`config.mk`:
```
export PLATFORM = sky130hd
export DESIGN_NAME = instr_fetch_unit_flat
export DESIGN_NICKNAME = d
export VERILOG_FILES = /design/src/rtl/instr_fetch_unit_if.sv /design/src/rtl/instr_fetch_unit.sv /design/src/flat_wrapper.sv
export SDC_FILE = /design/constraint.sdc
export NUM_CORES = 1
export LEC_CHECK = 0
export BUFFER_PORTS_ARGS = -buffer_cell sky130_fd_sc_hd__buf_4
export CORE_MARGIN = 3
export CORE_UTILIZATION = 30
export CTS_CLUSTER_SIZE = 40
export DETAILED_ROUTE_END_ITERATION = 10
export GPL_ROUTABILITY_DRIVEN = 0
export SLEW_MARGIN = 10
export SYNTH_ARGS = -nofsm -noshare
export SYNTH_HDL_FRONTEND = slang
export SYNTH_SLANG_ARGS = --single-unit
```
`constraint.sdc`:
```
create_clock -name clk -period 4.7 [get_ports clk]
set_input_delay 0.235 -clock clk [delete_from_list [all_inputs] [get_ports clk]]
set_output_delay 0.235 -clock clk [all_outputs]
set_load 0.1 [all_outputs]
```
`src/rtl/instr_fetch_unit_if.sv`:
```
// ---------------------------------------------------------------------------
// instr_fetch_unit_if
//   Instruction-memory request/acknowledge bus between the fetch unit and the
//   instruction memory.
//   imem_req   : fetch request, held until acknowledged
//   imem_addr  : fetch address, stable while imem_req is high
//   imem_ack   : memory acknowledge; imem_rdata is valid in the same cycle
//   imem_rdata : fetched instruction word
//   master modport = fetch unit, slave modport = memory.
// ---------------------------------------------------------------------------
interface instr_fetch_unit_if;
    logic        imem_req;
    logic [31:0] imem_addr;
    logic        imem_ack;
    logic [31:0] imem_rdata;

    modport master (
        output imem_req,
        output imem_addr,
        input  imem_ack,
        input  imem_rdata
    );

    modport slave (
        input  imem_req,
        input  imem_addr,
        output imem_ack,
        output imem_rdata
    );
endinterface

```
`src/rtl/instr_fetch_unit.sv`:
```
// ---------------------------------------------------------------------------
// instr_fetch_unit
//   Front end of the MIPS core. Holds the PC, fetches one word per instruction
//   over the imem req/ack bus, latches it into the instruction register and
//   presents the decode fields. When the datapath retires the instruction, the
//   next PC is selected from the controller's pcsrc/jmp1/jmp2.
//
// Ports
//   clk, rst        : clock (rising edge), asynchronous active-high reset
//   imem            : instruction-memory bus (master side)
//   retire          : datapath done with the current instruction (pulse)
//   pcsrc           : branch taken
//   jmp1, jmp2      : next-PC select (1x sequential/branch, 00 J-target, 01 jr)
//   jr_target       : register value for jump-register
//   instr, opcode, func, rs, rt, rd, imm16 : instruction register and fields
//   pc, pc_plus4    : current instruction address and its link value
//   instr_valid     : instr holds a word awaiting retire
//   fetch_err       : sticky fetch-timeout fault, cleared only by rst
// ---------------------------------------------------------------------------
module instr_fetch_unit #(
    parameter logic [31:0] RESET_PC = 32'h0000_0000,
    parameter int unsigned MAX_WAIT = 15
) (
    input  logic                       clk,
    input  logic                       rst,
    instr_fetch_unit_if.master         imem,
    input  logic                       retire,
    input  logic                       pcsrc,
    input  logic                       jmp1,
    input  logic                       jmp2,
    input  logic [31:0]                jr_target,
    output logic [31:0]                instr,
    output logic [5:0]                 opcode,
    output logic [5:0]                 func,
    output logic [4:0]                 rs,
    output logic [4:0]                 rt,
    output logic [4:0]                 rd,
    output logic [15:0]                imm16,
    output logic [31:0]                pc,
    output logic [31:0]                pc_plus4,
    output logic                       instr_valid,
    output logic                       fetch_err
);

    typedef enum logic [1:0] {
        S_FETCH = 2'd0,
        S_WAIT  = 2'd1,
        S_HOLD  = 2'd2,
        S_FAULT = 2'd3
    } state_e;

    // The fault is taken on the WAIT cycle where the counter would reach MAX_WAIT.
    localparam logic [7:0] WAIT_LAST = 8'(MAX_WAIT - 1);

    state_e      state_q, state_d;
    logic [31:0] pc_q, pc_d;
    logic [31:0] instr_q, instr_d;
    logic [7:0]  wait_cnt_q, wait_cnt_d;

    logic [31:0] pc_plus4_s;
    logic [31:0] branch_off_s;
    logic [31:0] next_pc_s;
    logic        fetching_s;

    assign pc_plus4_s = pc_q + 32'd4;

    // Next-PC selection, used only when an instruction retires.
    always_comb begin
        branch_off_s = {{14{instr_q[15]}}, instr_q[15:0], 2'b00};
        if (jmp1) begin
            if (pcsrc) begin
                next_pc_s = pc_plus4_s + branch_off_s;
            end else begin
                next_pc_s = pc_plus4_s;
            end
        end else if (jmp2) begin
            next_pc_s = jr_target;
        end else begin
            next_pc_s = {pc_plus4_s[31:28], instr_q[25:0], 2'b00};
        end
    end

    // Fetch FSM next-state and datapath-register update logic.
    always_comb begin
        state_d    = state_q;
        pc_d       = pc_q;
        instr_d    = instr_q;
        wait_cnt_d = wait_cnt_q;
        case (state_q)
            S_FETCH: begin
                if (imem.imem_ack) begin
                    instr_d = imem.imem_rdata;
                    state_d = S_HOLD;
                end else begin
                    state_d = S_WAIT;
                end
            end
            S_WAIT: begin
                // A late ack in the timeout cycle still completes the fetch.
                if (imem.imem_ack) begin
                    instr_d    = imem.imem_rdata;
                    wait_cnt_d = 8'd0;
                    state_d    = S_HOLD;
                end else if (wait_cnt_q == WAIT_LAST) begin
                    wait_cnt_d = 8'd0;
                    state_d    = S_FAULT;
                end else begin
                    wait_cnt_d = wait_cnt_q + 8'd1;
                end
            end
            S_HOLD: begin
                if (retire) begin
                    pc_d    = next_pc_s;
                    state_d = S_FETCH;
                end else begin
                    state_d = S_HOLD;
                end
            end
            S_FAULT: begin
                state_d = S_FAULT;
            end
            default: begin
                state_d = S_FAULT;
            end
        endcase
    end

    // State and datapath registers with asynchronous reset.
    always_ff @(posedge clk or posedge rst) begin
        if (rst) begin
            state_q    <= S_FETCH;
            pc_q       <= RESET_PC;
            instr_q    <= 32'd0;
            wait_cnt_q <= 8'd0;
        end else begin
            state_q    <= state_d;
            pc_q       <= pc_d;
            instr_q    <= instr_d;
            wait_cnt_q <= wait_cnt_d;
        end
    end

    // The request is a decode of the state register; it is masked by rst so
    // that it is low during reset even though reset parks the FSM in FETCH,
    // and rises in the very first cycle after rst falls.
    assign fetching_s     = (state_q == S_FETCH) || (state_q == S_WAIT);
    assign imem.imem_req  = fetching_s & ~rst;
    assign imem.imem_addr = pc_q;

    assign instr       = instr_q;
    assign opcode      = instr_q[31:26];
    assign rs          = instr_q[25:21];
    assign rt          = instr_q[20:16];
    assign rd          = instr_q[15:11];
    assign func        = instr_q[5:0];
    assign imm16       = instr_q[15:0];
    assign pc          = pc_q;
    assign pc_plus4    = pc_plus4_s;
    assign instr_valid = (state_q == S_HOLD);
    assign fetch_err   = (state_q == S_FAULT);

endmodule

```
`src/flat_wrapper.sv`:
```
// flat-port wrapper written by rule: the top's interface ports become plain ports
module instr_fetch_unit_flat 
#(
    parameter logic [31:0] RESET_PC = 32'h0000_0000,
    parameter int unsigned MAX_WAIT = 15
)
  (clk, rst, retire, pcsrc, jmp1, jmp2, jr_target, instr, opcode, func, rs, rt, rd, imm16, pc, pc_plus4, instr_valid, fetch_err, imem_imem_req, imem_imem_addr, imem_imem_ack, imem_imem_rdata);
  instr_fetch_unit_if imem_i ();
  input  logic clk;
  input  logic rst;
  input  logic retire;
  input  logic pcsrc;
  input  logic jmp1;
  input  logic jmp2;
  input  logic [31:0] jr_target;
  output logic [31:0] instr;
  output logic [5:0] opcode;
  output logic [5:0] func;
  output logic [4:0] rs;
  output logic [4:0] rt;
  output logic [4:0] rd;
  output logic [15:0] imm16;
  output logic [31:0] pc;
  output logic [31:0] pc_plus4;
  output logic instr_valid;
  output logic fetch_err;
  output wire logic [$bits(imem_i.imem_req)-1:0] imem_imem_req;
  output wire logic [$bits(imem_i.imem_addr)-1:0] imem_imem_addr;
  input wire logic [$bits(imem_i.imem_ack)-1:0] imem_imem_ack;
  input wire logic [$bits(imem_i.imem_rdata)-1:0] imem_imem_rdata;
  assign imem_imem_req = imem_i.imem_req;
  assign imem_imem_addr = imem_i.imem_addr;
  assign imem_i.imem_ack = imem_imem_ack;
  assign imem_i.imem_rdata = imem_imem_rdata;
  instr_fetch_unit #(.RESET_PC(RESET_PC), .MAX_WAIT(MAX_WAIT)) u_core (.clk(clk), .rst(rst), .imem(imem_i), .retire(retire), .pcsrc(pcsrc), .jmp1(jmp1), .jmp2(jmp2), .jr_target(jr_target), .instr(instr), .opcode(opcode), .func(func), .rs(rs), .rt(rt), .rd(rd), .imm16(imm16), .pc(pc), .pc_plus4(pc_plus4), .instr_valid(instr_valid), .fetch_err(fetch_err));
endmodule
```
==> results.tsv, run 1 <==
metric	value	unit
vias per cell	5.021	
fraction of registers with async set/reset	100.0	%
Num CTS Buffers	9	
clock sink count	74	
Synth Instances	722	
die area	22780	µm²
DPL Wire Length	16070	µm
Die H	150.9	µm
yosys warns	0	
Tmin final	4.233	ns
grt total ovfl	0	
share of cells above drive strength 1	40.70	%
I/O Buffers	244	
max incr delay on CP	0.47	ns
Worst Setup Start Kind	register	
synthesis-stage register bit count	74	
Synth Flop Type	dfrtp_1	
TritonCTS clock tree	yes	
Achievable Freq	236.3	MHz
Slowest-stage cell, CP	or4_1	
Hold Vio Cnt, Final	0	
Slew Limit Fails	0	
clk_lat worst skew	0.34	ns
Routed WL	21080	µm
# DRC	0	
fin nets	992	
routed vias	5809	
cell count of the worst reg-to-reg path	16	
initial core utilization	30.84	%
Mean Syn Cell Area	8.727	µm²
GRT Util Overall	18.12	%
first-pass GRT wire length	31990	µm
# H-tree levels	3	
Worst Skew	0.006446	ns
Core ar.	20430	µm²
fin crit share	90.06	%
most common cell after layout, fill and taps aside	buf_4	
Iteration-0 DRC Markers	310	
Worst Hold Depth	2	
Seq/Total Area, Yosys	29.39	%
Routed WL per cell	18.22	µm
critical path fanouts, max	8	
Slew HR	22.04	%
I/O pins	245	
vias in the first global route	5599	
Clock Path Buffers	2	
filler instances	2078	
CP Cell Sequence	nand4_1 -> or3_4 -> nor3_4 -> and3_4 -> nand3_4 -> xnor2_4 -> ha_1 -> nand3_1 -> or4_1 -> nor3_1 -> a21oi_1 -> o31a_1 -> a31oi_1 -> xor2_1 -> mux2_1 -> o21ai_1	
final core utilization	41.89	%
Worst-Margin Slew	1.167	ns
Die X	150.9	µm
Crit Path Category	reg2reg	
Clock transition at path regs	0.06	ns
post-route ant nets	0	
Hold Crit Class	in2reg	
status	finished, final reports clean	
initial antenna violation count	0	
hold endpoint	u_core.instr[27]$_DFFE_PP0P_	
row count	52	
Worst EP arrival	4.50	ns
clk root buf	clkbuf_16	
hold_sp	imem_imem_rdata[27]	
FF-to-FF Start	u_core.imem.imem_addr[5]$_DFFE_PP0P_	
synth-to-layout area growth	35.82	%
most frequent cells in the layout	buf_4, dfrtp_1, o21ai_0, nor2_1, a21oi_1	
final setup fails	0	
Syn Std Cell Area	6301	µm²
post-cts sizing count	0	
number of synthesized flops with an enable pin	0	
CP required	4.97	ns
Antenna Cells	0	
RSZ-0062 raised after global routing	false	
endpoint class of the critical path	register	
Hold WS	0.1176	ns
Cell variety after synth	56	
Max-Cap Viols	0	
r2r setup slk	0.47	ns
largest net degree at the start of global routing	49	
Syn Nets	832	
DR pass1 iterations	4	
reg-to-reg endpoint	u_core.imem.imem_addr[31]$_DFFE_PP0P_	
how the worst max path moves through the flow:
| stage | startpoint | to | cells past startpoint |
|---|---|---|---|
| 5_1_grt | u_core.imem.imem_addr[5]$_DFFE_PP0P_ | u_core.imem.imem_addr[31]$_DFFE_PP0P_ | 16 |
| 3_3_place_gp | u_core.imem.imem_addr[2]$_DFFE_PP0P_ | u_core.imem.imem_addr[31]$_DFFE_PP0P_ | 17 |
| 2_1_floorplan | u_core.imem.imem_addr[21]$_DFFE_PP0P_ | u_core.imem.imem_addr[31]$_DFFE_PP0P_ | 15 |
| 6_report | u_core.imem.imem_addr[5]$_DFFE_PP0P_ | u_core.imem.imem_addr[31]$_DFFE_PP0P_ | 16 |
| 4_1_cts | u_core.imem.imem_addr[5]$_DFFE_PP0P_ | u_core.imem.imem_addr[31]$_DFFE_PP0P_ | 16 |
| 3_5_place_dp | u_core.imem.imem_addr[5]$_DFFE_PP0P_ | u_core.imem.imem_addr[31]$_DFFE_PP0P_ | 16 |
area by class of cell:
class / count / area (µm²) / area share (%)
Clock buffer: 10 / 239.0 / 2.792
Clock inverter: 6 / 88.84 / 1.038
Inverter: 23 / 87.58 / 1.023
Multi-Input combinational cell: 521 / 4031 / 47.11
Sequential cell: 74 / 1872 / 21.87
Tap cell: 270 / 337.8 / 3.947
Timing Repair Buffer: 253 / 1902 / 22.22
through the flow:
stage | setup WS [ns] | cells | cell area (µm²) | TNS (ns)
4_1_cts | 0.4794 | 1157 | 8558 | 0
6_report | 0.4673 | 1157 | 8558 | 0
2_1_floorplan | -0.07748 | 722 | 6659 | -0.09317
5_1_grt | 0.2323 | 1157 | 8558 | 0
3_3_place_gp | 0.6381 | 1140 | 8220 | 0
3_5_place_dp | 0.5192 | 1140 | 8220 | 0
synthesized netlist by cell type (2+ instances only):
cell type,number,area [µm²]
o21ai_0,54,270.3
o31ai_1,4,30.03
o211ai_1,6,45.04
nand3_1,21,105.1
o31a_1,3,26.28
o221ai_1,2,17.52
o2111ai_1,2,17.52
nand2_1,48,180.2
inv_1,22,82.58
xor2_1,26,227.7
ha_1,38,475.5
a21o_1,9,67.56
a31oi_2,2,25.02
mux2_2,38,427.9
xnor2_1,27,236.5
a221oi_1,13,113.9
and3_1,4,25.02
nand2b_1,6,37.54
o21a_1,2,15.01
nor2b_1,4,25.02
a21oi_1,48,240.2
or3_1,4,25.02
buf_4,77,578.1
a31oi_1,5,31.28
a211oi_1,4,30.03
a221o_1,2,20.02
buf_1,2,7.510
nand4_1,14,87.58
nor3_1,20,100.1
clkbuf_1,25,93.84
o22ai_1,4,25.02
mux2i_1,28,280.3
nor2_1,49,183.9
and2_1,5,31.28
o21ai_1,2,10.01
o21bai_1,7,52.55
and4_1,3,26.28
dfrtp_1,74,1852
per-layer routing:
metal	vias to the layer above	global-route usage, %	part of all wire, %
met2	170	30.10	48
li1	2842	-	-
met5	-	0	0
met3	13	3.591	6.0
met1	2784	24.59	45
met4	0	3.672	1.1
cells by family (layout without fill, tap and decap cells):
group / after synthesis / after routing / share of synthesized area (%)
xor gates and xnor gates: 53 / 53 / 7.367
adders and majority gates: 39 / 39 / 7.863
DFF: 74 / 74 / 29.39
buffers and inverters: 127 / 292 / 12.15
muxes: 67 / 67 / 11.42
AOI/OAI and AO/OA: 177 / 177 / 17.67
and+or+nand+nor: 185 / 185 / 14.14
sequential cells by signal, indices dropped and copies added (netlist names), named ones only:
name / cells
u_core.wait_cnt_q: 8
u_core.imem.imem_addr: 32
u_core.instr: 32
u_core.state_q: 1
critical path: cells and delay by family, from the launching register on:
kind | cells | cell delay, ns
AO/OA/AOI/OAI | 4 | 0.50
adder cells (fa/ha/maj) | 1 | 0.38
AND/OR/NAND/NOR | 8 | 2.09
multiplexers | 1 | 0.34
flip-flops | 1 | 0.46
XOR/XNOR | 2 | 0.38
what timing repair did:
action | CTS | global route
setup buffers | 0 | 0
hold endpoints to repair | 30 | 0
hold buffers | 1 | 0
Power of run 1 is left out: the tool's default activity adds up to more than one toggle a clock period on the data nets, which glitch-free logic cannot reach.
==> run 2, diff against run 1 <==
--- a/config.mk
+++ b/config.mk
@@ -5,12 +5,14 @@
 export SDC_FILE = /design/constraint.sdc
 export NUM_CORES = 1
 export LEC_CHECK = 0
+export ABC_AREA = 1
 export BUFFER_PORTS_ARGS = -buffer_cell sky130_fd_sc_hd__buf_4
 export CORE_MARGIN = 3
 export CORE_UTILIZATION = 30
 export CTS_CLUSTER_SIZE = 40
 export DETAILED_ROUTE_END_ITERATION = 10
 export GPL_ROUTABILITY_DRIVEN = 0
+export PLACE_DENSITY = 0.53
 export SLEW_MARGIN = 10
 export SYNTH_ARGS = -nofsm -noshare
 export SYNTH_HDL_FRONTEND = slang
==> run 2 against run 1 <==
  * First-iteration DRC count rose by 39%
  * Register-to-register slack improved by 0.52 ns
  * Non-clock buffer count fell by 7
  * Cell count rose by 31%
  * Clock-buffer cell count did not move
  * Area after synthesis rose by 13%
  * Die area rose by 12%
  * Via count rose by 25%
  * Final area rose by 5.6%
  * Sequential share of layout area fell by 1.4 points
  * Synthesized cell count rose by 44%
  * Largest cell class unchanged
  * Highest routed layer unchanged
==> results.tsv, run 2 <==
metric	value	unit
Hold Crit Class	in2async	
vias per cell	4.805	
cell taking the most area after synthesis	dfrtp_1	
Worst-Margin Slew	1.051	ns
r2r setup slk	0.99	ns
clock sink count	74	
Achievable Freq	269.6	MHz
Seq/Total Area, Yosys	26.10	%
Crit Path Category	reg2reg	
Worst Skew	0.009204	ns
Synth top cells by count	nand2_1, inv_1, a21oi_1	
cell family with most CP delay	simple AND/OR/NAND/NOR gates	
critical path fanouts, max	7	
Slowest-stage cell, CP	dfrtp_1	
CP required	4.91	ns
Syn Nets	1149	
Hold Vio Cnt, Final	0	
synth-to-layout area growth	27.34	%
vias in the first global route	6960	
Antenna Cells	0	
clk_lat worst skew	0.35	ns
Iteration-0 DRC Markers	430	
CP endpoint	u_core.imem.imem_addr[18]$_DFFE_PP0P_	
GRT Util Overall	20.21	%
post-route cell area	9034	µm²
most common cell after layout, fill and taps aside	nand2_1	
Cell variety after synth	44	
Synth Flop Type	dfrtp_1	
die area	25530	µm²
largest net degree at the start of global routing	47	
Register Area	1852	µm²
routed vias	7275	
I/O pins	245	
DPL Wire Length	21540	µm
Yosys top cell area share	26.10	%
Max-Cap Viols	0	
Syn Std Cell Area	7094	µm²
Clock transition at path regs	0.06	ns
most frequent cells in the layout	nand2_1, buf_4, inv_1, a21oi_1, nor2_1	
fraction of registers with async set/reset	100.0	%
synthesis-stage register bit count	74	
initial core utilization	30.96	%
FF-to-FF Start	u_core.imem.imem_addr[2]$_DFFE_PP0P_	
Tmin final	3.709	ns
Routed WL	26500	µm
row count	55	
Core ar.	22920	µm²
Slew Limit Fails	0	
final setup fails	0	
most numerous cell in the Yosys netlist	nand2_1	
Synth Instances	1039	
filler instances	2448	
status	finished, final reports clean	
Slew HR	29.91	%
Mean Syn Cell Area	6.828	µm²
fin crit share	78.93	%
Post-CTS Setup Bufs	0	
synth top area cells	dfrtp_1, nand2_1, buf_4	
RSZ-0062 raised after global routing	false	
reg-to-reg endpoint	u_core.imem.imem_addr[18]$_DFFE_PP0P_	
Routed WL per cell	17.50	µm
# H-tree levels	3	
first-pass GRT wire length	40570	µm
Num CTS Buffers	9	
fin nets	1306	
hold buffers post-CTS	0	
# DRC	0	
CP startpoint	u_core.imem.imem_addr[2]$_DFFE_PP0P_	
cell count of the worst reg-to-reg path	18	
CP Cell Sequence	ha_1 -> nand2_2 -> inv_2 -> nand2_2 -> nor2_4 -> nand2_4 -> nor2_4 -> inv_1 -> nor2_1 -> xor2_1 -> inv_1 -> ha_1 -> nand4_1 -> nor3_1 -> a21oi_1 -> xnor2_1 -> o21ai_0 -> nand2_1	
final setup TNS	0	ns
Die X	159.8	µm
max incr delay on CP	0.51	ns
post-route ant nets	0	
post-cts sizing count	0	
endpoint class of the critical path	register	
yosys warns	0	
initial antenna violation count	0	
I/O Buffers	244	
number of synthesized flops with an enable pin	0	
DR pass1 iterations	5	
Die H	159.8	µm
Placement Cell Area	8706	µm²
Clock Path Buffers	2	
Crit path depth	18	
worst path buffer plus inverter count	3	
Multi-input gate area	4175	µm²
TritonCTS clock tree	yes	
Worst Setup Start Kind	register	
grt total ovfl	0	
Worst EP arrival	3.92	ns
clk root buf	clkbuf_16	
share of cells above drive strength 1	27.06	%
## run 2: kinds of logic (layout without fill, tap and decap cells)
| kind of cell | count (synthesis) | count (layout) | synth area share, % |
|---|---|---|---|
| xor+xnor | 29 | 29 | 3.580 |
| buf+inv | 217 | 379 | 15.71 |
| compound gates | 166 | 166 | 13.33 |
| simple gates | 479 | 479 | 28.82 |
| mux | 35 | 35 | 5.467 |
| fa+ha+maj | 39 | 39 | 6.984 |
| flops | 74 | 74 | 26.10 |
## run 2: cell type report
cell class              instances  area share (%)
multi-input cells             748           46.22
flip-flops and latches         74           20.50
repair buffers                246           20.44
inverters                     117           4.875
well taps                     313           4.335
clock buffers                  10           2.645
clock inverters                 6          0.9834
## run 2: worst register-to-register path, delay by kind of cell, from the launching register on
family          cells  cell delay, ns
simple gates        9            1.28
fa+ha+maj           2            0.68
flops               1            0.51
xor+xnor            2            0.40
compound gates      2            0.40
buf+inv             3            0.30
## run 2: how the worst min path moves through the flow
stage / startpoint / to / cells past startpoint / slack [ns]
5_1_grt: rst / u_core.wait_cnt_q[2]$_DFFE_PP0P_ / 2 / 0.09
4_1_cts: rst / u_core.wait_cnt_q[3]$_DFFE_PP0P_ / 2 / 0.05
6_report: rst / u_core.wait_cnt_q[3]$_DFFE_PP0P_ / 2 / 0.04
2_1_floorplan: jr_target[0] / u_core.imem.imem_addr[0]$_DFFE_PP0P_ / 2 / 0.38
3_5_place_dp: rst / u_core.instr[30]$_DFFE_PP0P_ / 2 / 0.43
3_3_place_gp: rst / u_core.instr[30]$_DFFE_PP0P_ / 2 / 0.43
## run 2: through the flow
| stage | utilization, % | instances | setup slack [ns] | hold WS (ns) |
|---|---|---|---|---|
| finish | 39.42 | 1514 | 0.9905 | 0.04048 |
| global route | 39.42 | 1514 | 0.7277 | 0.09436 |
| CTS | 39.42 | 1514 | 0.9941 | 0.05448 |
| detailed placement | 37.99 | 1498 | 1.018 | 0.4309 |
| global placement | 37.99 | 1498 | 0.9612 | 0.4335 |
| floorplan | - | 1039 | 0.01437 | 0.3758 |
## run 2: per-layer routing
metal | up-vias | wire [µm] | global-route usage (%)
li1 | 3624 | - | -
met1 | 3371 | 11860 | 26.84
met2 | 250 | 12270 | 33.05
met3 | 30 | 1877 | 4.903
met4 | 0 | 484 | 5.286
met5 | - | 0 | 0
Power of run 2 is left out for the same reason.
